### src/rtl/multicycle_control.sv
// Multi-cycle sequencer for the RV32I core: walks each instruction through
// fetch/decode/execute/memory/writeback and drives the datapath control lines.
module multicycle_control #(
  parameter int RESET_PC_EN = 1,
  parameter int DATA_W      = 32
) (
  input  logic              clk,
  input  logic              reset,
  input  logic [6:0]        op_code,
  input  logic [DATA_W-1:0] alu_output_value,
  input  logic              mem_ready,
  output logic              mem_req,
  output logic              mem_write,
  output logic              mem_addr_sel,
  output logic              ir_load,
  output logic              alu_src1_sel,
  output logic              alu_src2_sel,
  output logic [6:0]        alu_op_code,
  output logic              reg_write,
  output logic [1:0]        wb_sel,
  output logic              pc_load,
  output logic [1:0]        pc_src,
  output logic              pc_reset,
  output logic              halted,
  output logic [DATA_W-1:0] instret_count
);

  typedef enum logic [2:0] {
    FETCH,
    DECODE,
    EXECUTE,
    MEMORY,
    WRITEBACK,
    HALT
  } state_t;

  typedef enum logic [3:0] {
    CL_R,
    CL_I,
    CL_LOAD,
    CL_STORE,
    CL_BRANCH,
    CL_JAL,
    CL_JALR,
    CL_LUI,
    CL_AUIPC,
    CL_NONE
  } iclass_t;

  localparam logic [1:0] WB_ALU  = 2'd0;
  localparam logic [1:0] WB_LOAD = 2'd1;
  localparam logic [1:0] WB_PC4  = 2'd2;
  localparam logic [1:0] WB_IMM  = 2'd3;

  localparam logic [1:0] PC_SEQ    = 2'd0;
  localparam logic [1:0] PC_ALU    = 2'd1;
  localparam logic [1:0] PC_BRANCH = 2'd2;

  state_t     state;
  iclass_t    iclass;
  logic [6:0] opcode_q;
  logic       boot;

  function automatic iclass_t decode_class(input logic [6:0] op);
    iclass_t c;
    case (op)
      7'h33:   c = CL_R;
      7'h13:   c = CL_I;
      7'h03:   c = CL_LOAD;
      7'h23:   c = CL_STORE;
      7'h63:   c = CL_BRANCH;
      7'h6F:   c = CL_JAL;
      7'h67:   c = CL_JALR;
      7'h37:   c = CL_LUI;
      7'h17:   c = CL_AUIPC;
      default: c = CL_NONE;
    endcase
    return c;
  endfunction

  // {src1, src2}: src1 0=rs1/1=PC, src2 0=rs2/1=imm; LUI ignores the ALU
  function automatic logic [1:0] operand_sel(input iclass_t c);
    logic [1:0] s;
    case (c)
      CL_I, CL_LOAD, CL_STORE, CL_JALR: s = 2'b01;
      CL_JAL, CL_AUIPC:                 s = 2'b11;
      default:                          s = 2'b00;
    endcase
    return s;
  endfunction

  function automatic logic [1:0] wb_source(input iclass_t c);
    logic [1:0] w;
    case (c)
      CL_LOAD:          w = WB_LOAD;
      CL_JAL, CL_JALR:  w = WB_PC4;
      CL_LUI:           w = WB_IMM;
      default:          w = WB_ALU;
    endcase
    return w;
  endfunction

  always_ff @(posedge clk or posedge reset) begin
    if (reset) begin
      state         <= FETCH;
      iclass        <= CL_NONE;
      opcode_q      <= '0;
      boot          <= (RESET_PC_EN != 0);
      instret_count <= '0;
    end else begin
      if (pc_load) begin
        instret_count <= instret_count + DATA_W'(1);
      end
      if (boot) begin
        boot <= 1'b0;
      end else begin
        case (state)
          FETCH: begin
            if (mem_ready) begin
              state <= DECODE;
            end
          end
          DECODE: begin
            iclass   <= decode_class(op_code);
            opcode_q <= op_code;
            if (decode_class(op_code) == CL_NONE) begin
              state <= HALT;
            end else begin
              state <= EXECUTE;
            end
          end
          EXECUTE: begin
            case (iclass)
              CL_BRANCH:         state <= FETCH;
              CL_LOAD, CL_STORE: state <= MEMORY;
              default:           state <= WRITEBACK;
            endcase
          end
          MEMORY: begin
            if (mem_ready) begin
              state <= (iclass == CL_STORE) ? FETCH : WRITEBACK;
            end
          end
          WRITEBACK: state <= FETCH;
          HALT:      state <= HALT;
          default:   state <= FETCH;
        endcase
      end
    end
  end

  // Outputs decode from state and latched class; reset gates them off asynchronously
  always_comb begin
    mem_req      = 1'b0;
    mem_write    = 1'b0;
    mem_addr_sel = 1'b0;
    ir_load      = 1'b0;
    alu_src1_sel = 1'b0;
    alu_src2_sel = 1'b0;
    alu_op_code  = '0;
    reg_write    = 1'b0;
    wb_sel       = WB_ALU;
    pc_load      = 1'b0;
    pc_src       = PC_SEQ;
    pc_reset     = 1'b0;
    halted       = 1'b0;
    if (!reset) begin
      if (boot) begin
        pc_reset = 1'b1;
      end else begin
        case (state)
          FETCH: begin
            mem_req = 1'b1;
            ir_load = mem_ready;
          end
          EXECUTE: begin
            alu_op_code                  = opcode_q;
            {alu_src1_sel, alu_src2_sel} = operand_sel(iclass);
            if (iclass == CL_BRANCH) begin
              pc_load = 1'b1;
              pc_src  = (alu_output_value != '0) ? PC_BRANCH : PC_SEQ;
            end
          end
          MEMORY: begin
            mem_req                      = 1'b1;
            mem_addr_sel                 = 1'b1;
            mem_write                    = (iclass == CL_STORE);
            alu_op_code                  = opcode_q;
            {alu_src1_sel, alu_src2_sel} = operand_sel(iclass);
            pc_load                      = mem_ready && (iclass == CL_STORE);
          end
          WRITEBACK: begin
            reg_write = 1'b1;
            pc_load   = 1'b1;
            wb_sel    = wb_source(iclass);
            pc_src    = (iclass == CL_JAL || iclass == CL_JALR) ? PC_ALU : PC_SEQ;
          end
          HALT: halted = 1'b1;
          default: ;
        endcase
      end
    end
  end

endmodule
### config.mk
export PLATFORM = sky130hd
export DESIGN_NAME = multicycle_control
export DESIGN_NICKNAME = d
export VERILOG_FILES = /design/src/rtl/multicycle_control.sv
export SDC_FILE = /design/constraint.sdc
export NUM_CORES = 1
export LEC_CHECK = 0
export CAP_MARGIN = 20
export CORE_ASPECT_RATIO = 1.2
export CORE_MARGIN = 2
export CORE_UTILIZATION = 41
export CTS_CLUSTER_DIAMETER = 40
export CTS_CLUSTER_SIZE = 20
export DETAILED_ROUTE_END_ITERATION = 8
export PLACE_DENSITY = 0.87
export SYNTH_ARGS = -nofsm -noshare
export SYNTH_HDL_FRONTEND = slang
export SYNTH_SLANG_ARGS = --single-unit
### constraint.sdc
create_clock -name clk -period 1.8 [get_ports clk]
set_input_delay 0.18 -clock clk [delete_from_list [all_inputs] [get_ports clk]]
set_output_delay 0.18 -clock clk [all_outputs]
set_load 0.02 [all_outputs]
==> results.txt <==
----------------------------------------------------
[STA]
  Crit path setup slack, layout ... -0.102 ns
  Fin Clk Skew ... 0.00965 ns
  Final-layout setup total negative slack ... -0.958 ns
  Post-layout minimum cycle time ... 1.90 ns
  Number of slew-limit violations in the final report ... 0
  Portion of the clock cycle consumed by the worst path in the final layout ... 106%
  Setup repair after global routing missed its margin ... true
  Fmax achieved ... 0.526 GHz
  Finish-stage setup viols ... 14
  Final-report hold violation count ... 0

[Final layout]
  Area delta synth->final ... 60.6%
  Final cell count without fillers ... 499
  Count of inserted antenna diode cells ... 0
  Proportion of layout cells with a drive suffix above 1 ... 33.3%
  Net count, final ... 456

[Worst setup path]
  Library cell contributing the largest single delay on the critical path ... dfstp_2
  Buf+Inv Stages, Crit Path ... 3
  Type of the worst setup path ... reg2reg
  Biggest cell delay along the critical path ... 0.60 ns
  Chain of cells forming the critical path ... buf_6, nor4b_4, a41oi_2, buf_4, a2bb2oi_4, buf_12, nor3_4, xor2_1
  Capturing element type of the critical path ... flip-flop
  Max Fanout on Critical Path ... 6
  Crit path required time ... 1.98 ns
  Dominant delay contributor by cell family on the critical path ... flip-flops
  WP data arrival ... 2.08 ns
  Critical path startpoint category ... flip-flop

[Route]
  Iteration count of the initial detailed-routing pass ... 4
  Per-cell routed wire length ... 16.3 um
  Drt via density ... 5.30
  Vias after detailed routing ... 2646
  DRC marker count from the first detailed-route iteration ... 129
  Number of nets with antenna violations after detailed routing ... 0
  Total length of routed wires ... 8.11 mm
  Detailed-route DRC error count ... 0

[Status]
  Run status ... complete, but fails checks
  Failing checks ... negative setup slack

[Yosys]
  Area fraction in compound gates after synthesis ... 7.95%
  Netlist area before placement ... 0.00279 mm2
  Top cells by area, synth ... dfrtp_1 (40%), xor2_1 (6.9%), xnor2_1 (3.8%), nor3_2 (3.2%), mux2_2 (3.2%)
  Commonest register cell after synthesis ... dfrtp_1
  Share of synthesized area occupied by flip-flops and latches ... 42.4%
  Ys Warns ... 0
  Fraction of the mapped netlist area in adder cells ... 0.449%
  Synth top cells by count ... dfrtp_1 (44), nor2_1 (24), xor2_1 (22)
  XOR/XNOR Fraction of Synth Area ... 10.7%
  Mux share of post-synthesis cell area ... 3.59%
  Top cell type's share of synthesized area ... 39.5%
  Most frequently used cell type in the post-synthesis netlist ... dfrtp_1
  Biggest area consumer among synthesized cells ... dfrtp_1
  Share of synthesized flip-flops with an asynchronous set or reset ... 100%
  Mapped Nets ... 319
  Main combinational cell family by area after synthesis ... simple AND/OR/NAND/NOR gates
  Number of synthesized flops with an enable pin ... 0
  Synth Area per Inst ... 10.1 um2
  Count of cell types in the netlist ... 58
  Flop and latch count out of synthesis ... 47
  Simple logic cell fraction of the synthesized area ... 30.3%
  Number of standard cells after synthesis ... 276

[Clock tree]
  Clock Sink Count ... 47
  Insertion delay to the later sink of the worst-skew pair ... 0.30 ns
  Number of levels in the clock H-tree ... 2
  Post-CTS Hold Buffers ... 0
  Inserted Clock Buffers ... 5
  Largest buffer count on any clock path ... 2
  Buffer cell driving the clock tree root ... clkbuf_8
  CTS tree ... yes
  Clock-pin transition on the worst setup and hold timing paths ... 0.09 ns

[Global route]
  Number of antenna violations at the first check in global routing ... 0
  Vias in the first global route ... 2698
  Wire length of the first global-routing pass ... 12.8 mm
  Global routing usage summed across all routing layers ... 21.5%
  Total overflow reported by the global router ... 0
  Maximum number of pins on one net before global-route repair ... 23

[Placed design]
  Global placer's final weighted congestion ... 0.840
  Worst slack at placement ... -0.426 ns
  # port buffers ... 94
  Number of cells in the design after placement ... 479
  DP Wirelength ... 5.63 mm

[Power and ir drop]
  Power per Cell Area ... 434 mW/mm2
  Overall power ... 1.94 mW
  Worst vdd rail ir drop ... 345 uV
  Leakage dissipation ... 2.17 nW

[Floorplanning]
  Std cell rows ... 32
  Total die area ... 0.00747 mm2
  Std-Cell Core Area ... 0.00649 mm2
  Vert. Die Dim ... 94.3 um
  Top-Level Pins ... 95
  Initial core utilization ... 42.9%
  Die Width ... 79.2 um

[Job]
  Number of max-cap violations ... 0

[Min path]
  Tightest Hold Check Type ... in2async

----------------------------------------------------
## cell type report
class	instances	area, um2
Multi-Input combinational cell	206	1690
Fill cell	477	2010
Clock buffer	6	82.6
Timing Repair Buffer	143	1370
Sequential cell	47	1180
Tap cell	85	106
Inverter	10	40.0
Clock inverter	2	13.8
## metrics by stage
step,cell area [um2],util [%],hold slack [ns]
after detailed placement,4070,62.7,0.466
after global placement,4070,62.7,0.455
final,4470,69.0,0.208
after global routing,4470,69.0,0.241
after floorplan,2790,-,0.264
after CTS,4220,65.0,0.221
## cell usage in the layout, fill, tap and decap left out, drive strengths merged, types with 6 or more instances in the layout
cell and instances:
a21oi 6, and2 8, buf 63, clkbuf 12
clkdlybuf4s50 72, dfrtp 44, inv 11, mux2 8
nand2 18, nand3 11, nand4 12, nor2 24
nor3 14, nor4 13, o21ai 8, xnor2 12
xor2 22
## worst register-to-register path, cell delays in order, from the launching register on
cell       delay (ns)
dfstp_2          0.60
buf_6            0.12
nor4b_4          0.04
a41oi_2          0.25
buf_4            0.17
a2bb2oi_4        0.21
buf_12           0.17
nor3_4           0.06
xor2_1           0.16
## metal layers
layer	routed length [um]	GRT usage (%)
met1	3440	27.9
met2	4300	37.1
met3	291	3.27
met4	74	5.89
met5	0	0
## repair_timing
action,4_1_cts,5_1_grt
gates cloned,1,2
setup endpoints to repair,26,46
setup buffers,4,5
resized for setup,87,65
pin swaps,10,21
## kinds of logic (layout without fill, tap and decap cells)
| group | after synthesis | in the layout |
|---|---|---|
| other | 1 | 1 |
| xor gates and xnor gates | 34 | 34 |
| DFF | 47 | 47 |
| buffers and inverters | 23 | 161 |
| adders and majority gates | 1 | 1 |
| AOI/OAI and AO/OA | 32 | 32 |
| muxes | 9 | 9 |
| and+or+nand+nor | 129 | 129 |
## power by group
group | switching [mW] | internal (mW)
clock network | 0.377 | 0.315
logic | 0.0756 | 0.115
registers | 0.00181 | 1.06
## path summary, 6_finish.rpt
check | startpoint | end | slack, ns | depth (start not counted)
max | iclass[0] | instret_count[12] | -0.10 | 8
min | reset | opcode_q[2] | 0.21 | 3
max reg2reg | iclass[0] | instret_count[12] | -0.10 | 8
min reg2reg | instret_count[31] | instret_count[31] | 0.48 | 1
max in group asynchronous | reset | instret_count[31] | 1.12 | 4
min in group clk | instret_count[31] | instret_count[31] | 0.48 | 1
## sequential cells by signal, indices dropped and copies added, names as in the netlist
| register | flops |
|---|---|
| boot | 1 |
| state | 3 |
| opcode_q | 7 |
| instret_count | 32 |
| iclass | 4 |
Note: power is estimated with default switching activity, not from simulation.
